File: src/rtl/alu_exec_stage.sv
// alu_exec_stage
//   Registered execute stage. Computes add/sub/and/or/slt on two's-complement
//   operands selected by a 3-bit ALU control code, flags zero / signed
//   overflow / illegal code, and hands the result to write-back through a
//   valid/ready handshake. A main output register plus a skid register keep
//   one op per cycle while in_ready comes straight from a flop.
//
// Ports
//   clk, rst_n             clock, asynchronous active-low reset
//   flush                  drop every buffered and incoming operation
//   in_valid / in_ready    upstream handshake (in_ready = !skid full)
//   alu_ctrl, op_a, op_b   operation code and operands
//   in_tag                 destination tag, carried with its result
//   out_valid / out_ready  downstream handshake
//   out_result, out_zero, out_ovf, out_err, out_tag  held operation
module alu_exec_stage #(
  parameter int WIDTH = 32,
  parameter int TAG_W = 5
) (
  input  logic             clk,
  input  logic             rst_n,
  input  logic             flush,
  input  logic             in_valid,
  output logic             in_ready,
  input  logic [2:0]       alu_ctrl,
  input  logic [WIDTH-1:0] op_a,
  input  logic [WIDTH-1:0] op_b,
  input  logic [TAG_W-1:0] in_tag,
  output logic             out_valid,
  input  logic             out_ready,
  output logic [WIDTH-1:0] out_result,
  output logic             out_zero,
  output logic             out_ovf,
  output logic             out_err,
  output logic [TAG_W-1:0] out_tag
);

  localparam int PW = WIDTH + TAG_W + 3;

  localparam logic [2:0] OP_AND = 3'b000;
  localparam logic [2:0] OP_OR  = 3'b001;
  localparam logic [2:0] OP_ADD = 3'b010;
  localparam logic [2:0] OP_SUB = 3'b110;
  localparam logic [2:0] OP_SLT = 3'b111;

  // Packet layout: {err, ovf, zero, tag, result}; reset image has zero=1.
  localparam logic [PW-1:0] RST_PKT = {3'b001, {TAG_W{1'b0}}, {WIDTH{1'b0}}};

  function automatic logic add_ovf(input logic sa, input logic sb, input logic sr);
    return (sa == sb) && (sr != sa);
  endfunction

  function automatic logic sub_ovf(input logic sa, input logic sb, input logic sr);
    return (sa != sb) && (sr != sa);
  endfunction

  // ---- stage p0: combinational compute on the incoming operation ----
  logic signed [WIDTH-1:0] a_p0, b_p0, sum_p0, diff_p0, res_p0;
  logic                    aovf_p0, sovf_p0, ovf_p0, err_p0, zero_p0;
  logic [PW-1:0]           pkt_p0;

  assign a_p0    = op_a;
  assign b_p0    = op_b;
  assign sum_p0  = a_p0 + b_p0;
  assign diff_p0 = a_p0 - b_p0;
  assign aovf_p0 = add_ovf(a_p0[WIDTH-1], b_p0[WIDTH-1], sum_p0[WIDTH-1]);
  assign sovf_p0 = sub_ovf(a_p0[WIDTH-1], b_p0[WIDTH-1], diff_p0[WIDTH-1]);

  always_comb begin
    res_p0 = '0;
    ovf_p0 = 1'b0;
    err_p0 = 1'b0;
    case (alu_ctrl)
      OP_ADD: begin res_p0 = sum_p0;  ovf_p0 = aovf_p0; end
      OP_SUB: begin res_p0 = diff_p0; ovf_p0 = sovf_p0; end
      OP_AND: res_p0 = a_p0 & b_p0;
      OP_OR:  res_p0 = a_p0 | b_p0;
      // Sign of the difference corrected by overflow stays right at the extremes.
      OP_SLT: res_p0 = {{(WIDTH-1){1'b0}}, diff_p0[WIDTH-1] ^ sovf_p0};
      default: err_p0 = 1'b1;
    endcase
  end

  assign zero_p0 = (res_p0 == '0);
  assign pkt_p0  = {err_p0, ovf_p0, zero_p0, in_tag, res_p0};

  // ---- stage p1: output register + skid register ----
  logic          vld_p1, skid_vld_p1;
  logic [PW-1:0] out_pkt_p1, skid_pkt_p1;
  logic          accept, load_out;

  assign accept   = in_valid & ~skid_vld_p1;
  assign load_out = ~vld_p1 | out_ready;

  always_ff @(posedge clk or negedge rst_n) begin
    if (!rst_n) begin
      vld_p1      <= 1'b0;
      skid_vld_p1 <= 1'b0;
      out_pkt_p1  <= RST_PKT;
    end else if (flush) begin
      vld_p1      <= 1'b0;
      skid_vld_p1 <= 1'b0;
    end else if (load_out) begin
      if (skid_vld_p1) begin
        out_pkt_p1  <= skid_pkt_p1;
        vld_p1      <= 1'b1;
        skid_vld_p1 <= 1'b0;
      end else if (accept) begin
        out_pkt_p1 <= pkt_p0;
        vld_p1     <= 1'b1;
      end else begin
        vld_p1 <= 1'b0;
      end
    end else if (accept) begin
      skid_vld_p1 <= 1'b1;
    end
  end

  // Skid data is only meaningful while skid_vld_p1 is set, so it needs no reset.
  always_ff @(posedge clk) begin
    if (accept && !load_out) begin
      skid_pkt_p1 <= pkt_p0;
    end
  end

  assign in_ready   = ~skid_vld_p1;
  assign out_valid  = vld_p1;
  assign out_err    = out_pkt_p1[PW-1];
  assign out_ovf    = out_pkt_p1[PW-2];
  assign out_zero   = out_pkt_p1[PW-3];
  assign out_tag    = out_pkt_p1[WIDTH +: TAG_W];
  assign out_result = out_pkt_p1[WIDTH-1:0];

endmodule

File: config.mk
export PLATFORM = sky130hd
export DESIGN_NAME = alu_exec_stage
export DESIGN_NICKNAME = d
export VERILOG_FILES = /design/src/rtl/alu_exec_stage.sv
export SDC_FILE = /design/constraint.sdc
export NUM_CORES = 1
export LEC_CHECK = 0
export BUFFER_PORTS_ARGS = -buffer_cell sky130_fd_sc_hd__buf_4
export CORE_AREA = 5 5 116 201
export CTS_CLUSTER_SIZE = 30
export DETAILED_ROUTE_END_ITERATION = 10
export DIE_AREA = 0 0 121 206
export MAX_ROUTING_LAYER = met4
export PLACE_DENSITY_LB_ADDON = 0.05
export RECOVER_POWER = 50
export SLEW_MARGIN = 20
export SYNTH_ARGS = -nofsm -noshare
export SYNTH_HDL_FRONTEND = slang
export SYNTH_SLANG_ARGS = --single-unit
File: constraint.sdc
create_clock -name clk -period 7.23 [get_ports clk]
set_clock_uncertainty 0.1 [all_clocks]
set_input_delay 2.169 -clock clk [delete_from_list [all_inputs] [get_ports clk]]
set_output_delay 2.169 -clock clk [all_outputs]
set_load 0.01 [all_outputs]
# Word level (Yosys, flattened, before mapping)
# Index checks and enable logic that the tools add are counted.
# word_totals
register_bits,82
# classes
add_sub_neg,2
eq_ne,8
muxes,12
bitwise,8
n_reduce_logical,11
# ops
cell,count
$pmux W32 S5,1
$mux W40,2
$add A32 B32 Y32,1
$and A32 B32 Y32,1
$logic_not A32 Y1,1
$or A32 B32 Y32,1
$sub A32 B32 Y32,1
$mux W1,8
$eq A3 B3 Y1 const B,2
$reduce_or A5 Y1,1
$reduce_bool A2 Y1,2
$eq A3 B1 Y1 const B,1
$eq A3 B2 Y1 const B,1
$logic_and A1 B1 Y1,3
$logic_not A3 Y1,1
$ne A1 B1 Y1,3
$not A1 Y1,3
$reduce_and A3 Y1,1
$reduce_bool A3 Y1,1
$pmux W1 S2,1
$and A1 B1 Y1,1
$eq A1 B1 Y1,1
$logic_not A1 Y1,1
$or A1 B1 Y1,1
$xor A1 B1 Y1,1

# Logic depth before layout (Yosys ltp)
# Gate-level depths: netlist of the first run.
# depth
word_depth,8
ltp_mapped,24

# Worst setup path before layout of the first run
# Ideal clock, no wire load.
# synth_timing
path_kind,input to register
from,input op_a[5]
to,register skid_pkt_p1[37] (data pin)
setup_ps,134
arrival_time_ps,6273
slack_ps,723
stages,22
n_path_buf,0
cell_sequence,inv_1 -> ha_1 -> or4_4 -> a31oi_4 -> o31ai_2 -> o41ai_1 -> o2111ai_1 -> a21oi_1 -> nor2_1 -> nor2_1 -> nor2_1 -> fa_1 -> nand3_1 -> o211ai_1 -> a21oi_1 -> nand3_1 -> nor3_1 -> nor4bb_1 -> nand4_1 -> or4_1 -> nor4_2 -> and3_1
# synth_between
elab_chain_cells,6
elab_cells_between_ends,9
cone_classes,add/sub: 2; eq/ne: 1; mux: 1; bitwise: 3; reduce/logical: 2
# synth_rtl
element,line,text
from (decl),26,"input logic [WIDTH-1:0] op_a,"
$sub A32 B32 Y32,65,assign diff_p0 = a_p0 - b_p0;
$ne A1 B1 Y1,54,return (sa != sb) && (sr != sa);
$logic_and A1 B1 Y1,54,
$xor A1 B1 Y1,79,"OP_SLT: res_p0 = {{(WIDTH-1){1'b0}}, diff_p0[WIDTH-1] ^ sovf_p0};"
$pmux W32 S5 *,73,case (alu_ctrl)
$logic_not A32 Y1 *,84,assign zero_p0 = (res_p0 == '0);
via zero_p0,59,"logic aovf_p0, sovf_p0, ovf_p0, err_p0, zero_p0;"
to (signal assigned),122,skid_pkt_p1 <= pkt_p0;
to (decl),89,"logic [PW-1:0] out_pkt_p1, skid_pkt_p1;"
# Mark *: on every way through the listed nets, which the timed path passes. The rest lies on a longest branch.
# A chain may end at the register's enable or synchronous reset.

# Worst setup path after layout of the first run
# layout_timing
from,input op_a[14]
to,register out_pkt_p1[37]
# layout_between
elab_chain_cells,8
elab_cells_between_ends,11
cone_classes,add/sub: 2; eq/ne: 1; mux: 3; bitwise: 3; reduce/logical: 2
# layout_rtl
element,line,text
$sub A32 B32 Y32,65,
$ne A1 B1 Y1,54,
$logic_and A1 B1 Y1,54,
$xor A1 B1 Y1,79,
$pmux W32 S5 *,73,
$logic_not A32 Y1 *,84,
$mux W40 *,108,end else if (accept) begin
$mux W40 *,104,if (skid_vld_p1) begin
to (signal assigned),105,out_pkt_p1 <= skid_pkt_p1;
to (signal assigned),109,out_pkt_p1 <= pkt_p0;
to (decl),89,
# Every way passes the cells marked *; elsewhere a longest branch is shown, timed or not. The select of a mux whose other input is x is not followed.

==> impl_metrics.toml, run 1 <==
[run_status]
outcome = "finished with violations"
violations = "capacitance limit, slew limit"

[job]
maxCapViolations = 3

[drt]
via_count = 8324
drc = 0
via_per_inst = 5.64
first_pass_iters = 5
wl_per_cell_um = 20.3
first_iter_violations = 548
routed_wl_um = 30000
antenna_left = 0

[clock_network]
cts_sinks = 82
clk_pin_slew_ns = 0.06
cts_buffers = 9
clockBufferDepth = 2
cts-root-buf = "clkbuf_16"
clkLatencyLatePin_ns = 0.33
htreeDepth = 3
cts_tree = "built"

[placement]
dp_slack_ns = -0.116
gp_congestion = 0.979
numPortBuffers = 118
placed_cell_area_sq_um = 9870
hpwlAfterDp_um = 24400

[setup_path]
crit_family = "simple AND/OR/NAND/NOR gates"
arrival_ns = 6.92
worstPathRequired_ns = 7.38
start_kind = "primary input"
max_stage_delay_ns = 0.57
cp_max_fo = 3
end_kind = "register"
path_class = "in2reg"
slowest_stage = "or4_1"
crit_path_frequent_cell = "a21oi_1"
path_buf_inv = 4

[power]
switching_power_mw = 0.605
p_leak_nw = 4.66
swShare_pct = 35.9
combinationalPowerShare_pct = 38.3
power.internal_mw = 1.08
power_frac_clock_pct = 28.3
peakVddDrop_uv = 109
power_frac_seq_pct = 33.4
pwr_density_cell_nw_per_um2 = 168

[logic_synthesis]
syn_area_sq_um = 8440
ys_seq_elements = 82
synthArstFlopShare_pct = 51.2
synth_ff_type = "dfrtp_1"
seq_area_frac_synth_pct = 26.7
yosys.area.top_type_share_pct = 15.6
syn_avg_cell_area_sq_um = 8.02
synth_area_leaders = "ha_1 (16%), edfxtp_1 (14%), dfrtp_1 (12%), o21ai_0 (5.8%), a21oi_1 (5.4%)"
post-synth-top-area-cell = "ha_1"
yosysUniqueCellTypes = 76
synth_cells = 1052
ys_warn_count = 0
synth_nets = 1237
synth_edf_count = 40

[floorplan]
row_count = 71
die_area_sq_um = 24900
die_h_um = 206
ioPinCount = 119
die_x_um = 121
start_util_pct = 39.4
core-area_sq_um = 21400

[global_route]
met3_usage_pct = 2.57
grt_busiest_layer = "met2"
grt_antenna_before_repair = 0
gr-usage-met2_pct = 44.6
first_global_vias = 8241
grt_pass1_wl_um = 45300
track_usage_pct = 24.1
gr-usage-met1_pct = 24.6
grt_max_degree = 80
overflow = 0

[cells_and_area]
final_core_util_pct = 46.9
n_antenna_cell = 0
final_cell_mix = "buf_4 (124), nand2_1 (106), inv_1 (105), ha_1 (105), o21ai_0 (97)"
layout_commonest_cell = "buf_4"
syn_to_final_growth_pct = 19.1
finalNetCount = 1364
final_area_sq_um = 10100
drive_above_1_share_pct = 13.7

[sta]
rsz0062_at_grt = "no"
setup_viol_count_final = 0
drv_slew = 164
hold_ws_ns = 0.373
finalCriticalPeriod_ns = 6.77
finalSetupTns_ns = 0
tightest_slew_ns = 2.82
clock.fmax_ghz = 0.148
fin_ws_ns = 0.465
finalCritPeriodShare_pct = 93.6
relSlewSlack_pct = -88.0
hold_violations = 0

[hold_path]
hp-class = "reg2reg"
==> cell type report <==
cell class	count	area, sq um
fillers	2230	11400
multi-input cells	804	5570
flip-flops and latches	82	2250
repair buffers	174	1140
inverters	108	405
well taps	292	365
clock buffers	13	272
clock inverters	3	46.3
==> kinds of logic (layout without fill, tap and decap cells) <==
family	Yosys count	count (layout)	synth area share (%)
AO/OA/AOI/OAI	351	351	26.8
AND/OR/NAND/NOR	284	284	15.6
buffers and inverters	166	298	7.61
adder cells (fa/ha/maj)	108	108	16.3
flip-flops	82	82	26.7
multiplexers	39	39	4.64
XOR/XNOR	22	22	2.28
==> routing by layer <==
layer	vias up	routed length, um
met5	-	0
met1	3950	11100
li1	4036	-
met4	0	1680
met3	90	1230
met2	248	16000
==> worst min-delay path: stages (launching register included) <==
cell and delay [ns]:
dfrtp_1 0.34, nand2_1 0.04, o21ai_0 0.06
==> power groups by stage <==
stage               Sequential [mW]  Clock, mW  Combinational (mW)
floorplan                     0.590          0               0.368
global placement              0.573          0               0.669
detailed placement            0.574          0               0.671
CTS                           0.564      0.491               0.674
global route                  0.569      0.506               0.709
finish                        0.563      0.477               0.646
==> what timing repair did <==
action                                  4_1_cts  5_1_grt
endpoints found under the setup margin        0        2
resized for setup                             0        3
hold buffers                                  0        0
setup buffers                                 0        1
==> registers in the layout, indices dropped and copies added (netlist names) <==
name	cells
out_pkt_p1	40
skid_pkt_p1	40
out_valid	1
skid_vld_p1	1
==> through the flow <==
stage          total power, mW  cells
5_1_grt                   1.78   1476
3_5_place_dp              1.24   1459
6_report                  1.69   1476
4_1_cts                   1.73   1475
3_3_place_gp              1.24   1459
2_1_floorplan            0.958   1052
==> cell usage after synthesis (all sizes together), types with 10 or more instances <==
cell type and n:
xnor2 21, ha 105, a21o 11, nor2 78, o22ai 11, clkbuf 44, o211ai 18, buf 14
nand2b 10, a21oi 91, nor4 17, mux2i 38, nor3 12, a211oi 18, o31ai 20, dfrtp 41
o21ai 98, nand2 107, nand3 20, inv 105, edfxtp 40
==> final timing paths <==
path / from / end / slack (ns) / cells after the start
setup / recovery: op_a[14] / out_pkt_p1[37]$_DFFE_PN1P_ / 0.46 / 26
hold / removal: out_pkt_p1[20]$_DFFE_PN0P_ / out_pkt_p1[20]$_DFFE_PN0P_ / 0.37 / 2
setup reg to reg: skid_vld_p1$_DFFE_PN0P_ / out_pkt_p1[21]$_DFFE_PN0P_ / 3.59 / 6
hold reg to reg: out_pkt_p1[20]$_DFFE_PN0P_ / out_pkt_p1[20]$_DFFE_PN0P_ / 0.37 / 2
max in group asynchronous: rst_n / out_pkt_p1[5]$_DFFE_PN0P_ / 3.28 / 1
min in group asynchronous: rst_n / out_pkt_p1[11]$_DFFE_PN0P_ / 2.42 / 1
No activity file was read; power rests on OpenSTA's default activity.
==> run 2, diff against run 1 <==
ABC_AREA = 1   (was not set)
CORE_AREA = 5 5 125 215   (was 5 5 116 201)
CTS_BUF_LIST = sky130_fd_sc_hd__clkbuf_8   (was not set)
DIE_AREA = 0 0 130 220   (was 0 0 121 206)
==> impl_metrics.toml, run 2 <==
[setup_path]
crit_path_frequent_cell = "nand2_1"
slowest_stage = "ha_1"
arrival_ns = 5.69
cp_max_fo = 10
end_kind = "register"
worstPathRequired_ns = 7.45
path_class = "in2reg"
max_stage_delay_ns = 0.46
start_kind = "primary input"
cp_cell_sequence = "buf_4, inv_1, ha_1, nor2_2, nand2_1, nor3_1, and2_1, nand2_1, nand2_1, nand2_1, nand2_1, a21oi_1, fa_1, nand4_1, inv_1, nor2_1, nand3_1, nor3_1, nand3_1, nor3_2, nand3_1, nand2_1, nand2_1, nand2_1"

[floorplan]
ioPinCount = 119
die_x_um = 130
start_util_pct = 39.0
core-area_sq_um = 25000
row_count = 77
die_area_sq_um = 28600
die_h_um = 220

[clock_network]
cts_hold_buf = 0
cts-root-buf = "clkbuf_8"
cts_sinks = 82
cts_buffers = 9
post_cts_resized = 0
clkLatencyLatePin_ns = 0.38
cts_tree = "built"
clockBufferDepth = 2
htreeDepth = 3
clk_pin_slew_ns = 0.09
post_cts_buffers = 0

[logic_synthesis]
syn_area_sq_um = 9770
seq_area_frac_synth_pct = 23.1
synth_ff_type = "dfrtp_1"
ys_warn_count = 0
synth_compound_area_share_pct = 10.0
synthXorXnorAreaFrac_pct = 0.179
synth_nets = 1769
synthArstFlopShare_pct = 51.2
synth_edf_count = 40
yosysMostFrequentCell = "nand2_1"
post-synth-top-area-cell = "nand2_1"
syn_avg_cell_area_sq_um = 6.17
yosysUniqueCellTypes = 44
netlist_top_cells_count = "nand2_1 (471), inv_1 (307), nor2_1 (144)"
synthAdderAreaFrac_pct = 14.1
muxShareOfSynthArea_pct = 0
synth_top_family_by_area = "simple AND/OR/NAND/NOR gates"
synth_cells = 1584
yosys.area.top_type_share_pct = 18.1
synthSimpleGateAreaFrac_pct = 37.4
synth_area_leaders = "nand2_1 (18%), ha_1 (13%), edfxtp_1 (12%), inv_1 (12%), dfrtp_1 (11%)"
ys_seq_elements = 82

[placement]
numPortBuffers = 118
gp_congestion = 0.954
hpwlAfterDp_um = 31700
dp_slack_ns = 1.32

[drt]
antenna_left = 0
first_pass_iters = 7
first_iter_violations = 538
wl_met2_um = 21100
routed_wl_um = 37700
via_per_inst = 5.08
via_count = 10100
drc = 0
wl_met3_um = 1060
route.top_layer_used = "met4"
wl_met1_um = 13200
wl_per_cell_um = 18.9

[power]
peakVddDrop_uv = 79.5
p_total_mw = 1.56
p_leak_nw = 5.94
pwr_density_cell_nw_per_um2 = 145

[cells_and_area]
final_cell_mix = "nand2_1 (470), inv_1 (308), nor2_1 (144)"
layout_commonest_cell = "nand2_1"
finalNetCount = 1853
n_antenna_cell = 0
final_core_util_pct = 43.1
reg_top3 = "out_pkt_p1 x40, skid_pkt_p1 x40"
drive_above_1_share_pct = 8.79
syn_to_final_growth_pct = 10.5

[sta]
tightest_slew_ns = 2.47
hold_ws_ns = 0.387
fin_ws_ns = 1.76
finalCriticalPeriod_ns = 5.47
hold_violations = 0
finalSetupTns_ns = 0
clock.fmax_ghz = 0.183
finalCritPeriodShare_pct = 75.7
setup_viol_count_final = 0
rsz0062_at_grt = "no"
drv_slew = 80
relSlewSlack_pct = -65.0

[run_status]
outcome = "finished with violations"
violations = "capacitance limit, slew limit"

[global_route]
grt_antenna_before_repair = 0
grt_pass1_wl_um = 56200
first_global_vias = 10100
overflow = 0
track_usage_pct = 27.1
grt_max_degree = 47

[hold_path]
hp-class = "reg2reg"

[job]
maxCapViolations = 2
run 2: cell types whose count changed after synthesis, sizes merged, moves of 18 or more:
| cell | previous run | this run |
|---|---|---|
| a21oi | 91 | 46 |
| clkbuf | 44 | 18 |
| inv | 105 | 320 |
| mux2i | 38 | 0 |
| nand2 | 107 | 478 |
| nand3 | 20 | 139 |
| nor2 | 78 | 162 |
| o211ai | 18 | 0 |
| xnor2 | 21 | 1 |
run 2: cells by family after synthesis:
logic type                 Yosys count
DFF                                 82
AOI/OAI and AO/OA                  181
adders and majority gates          108
and+or+nand+nor                    841
xor gates and xnor gates             2
buffers and inverters              370
run 2: final cells by class:
type / instances / area (sq um)
Multi-Input combinational cell: 1132 / 6020
Fill cell: 2904 / 14300
Inverter: 321 / 1200
Timing Repair Buffer: 122 / 739
Clock buffer: 9 / 124
Sequential cell: 82 / 2250
Clock inverter: 7 / 55.1
Tap cell: 316 / 395
run 2: worst max-delay path: cells and delay by family:
family          cells  cell delay [ns]
simple gates       18             2.36
buf+inv             3             0.17
compound gates      1             0.08
fa+ha+maj           2             0.88
run 2: stage by stage:
| stage | cells | cell area (sq um) |
|---|---|---|
| floorplan | 1584 | 9770 |
| global placement | 1973 | 10800 |
| detailed placement | 1973 | 10800 |
| CTS | 1989 | 11000 |
| global route | 1989 | 10800 |
| finish | 1989 | 10800 |
run 2: worst paths after layout:
kind                                           startpoint                          to  slack (ns)  cells after the start
worst max register to register    skid_vld_p1$_DFFE_PN0P_   skid_pkt_p1[15]$_DFFE_PP_        3.80                      3
worst max-delay path                             op_a[23]  out_pkt_p1[37]$_DFFE_PN1P_        1.76                     24
worst min-delay path            out_pkt_p1[5]$_DFFE_PN0P_   out_pkt_p1[5]$_DFFE_PN0P_        0.39                      2
worst min register to register  out_pkt_p1[5]$_DFFE_PN0P_   out_pkt_p1[5]$_DFFE_PN0P_        0.39                      2
max in group asynchronous                           rst_n  out_pkt_p1[18]$_DFFE_PN0P_        3.18                      1
min in group asynchronous                           rst_n   out_pkt_p1[3]$_DFFE_PN0P_        2.44                      1
run 2: power by group:
part	switching, mW	internal [mW]
Clock	0.189	0.128
Combinational	0.473	0.209
Sequential	0.0251	0.542
Total	0.687	0.878
run 2: per-layer routing:
metal  GRT usage (%)  up-vias
li1                -     5104
met1            25.7     4687
met2            52.4      230
met3            1.84       91
met4            15.4        0
met5               -        -
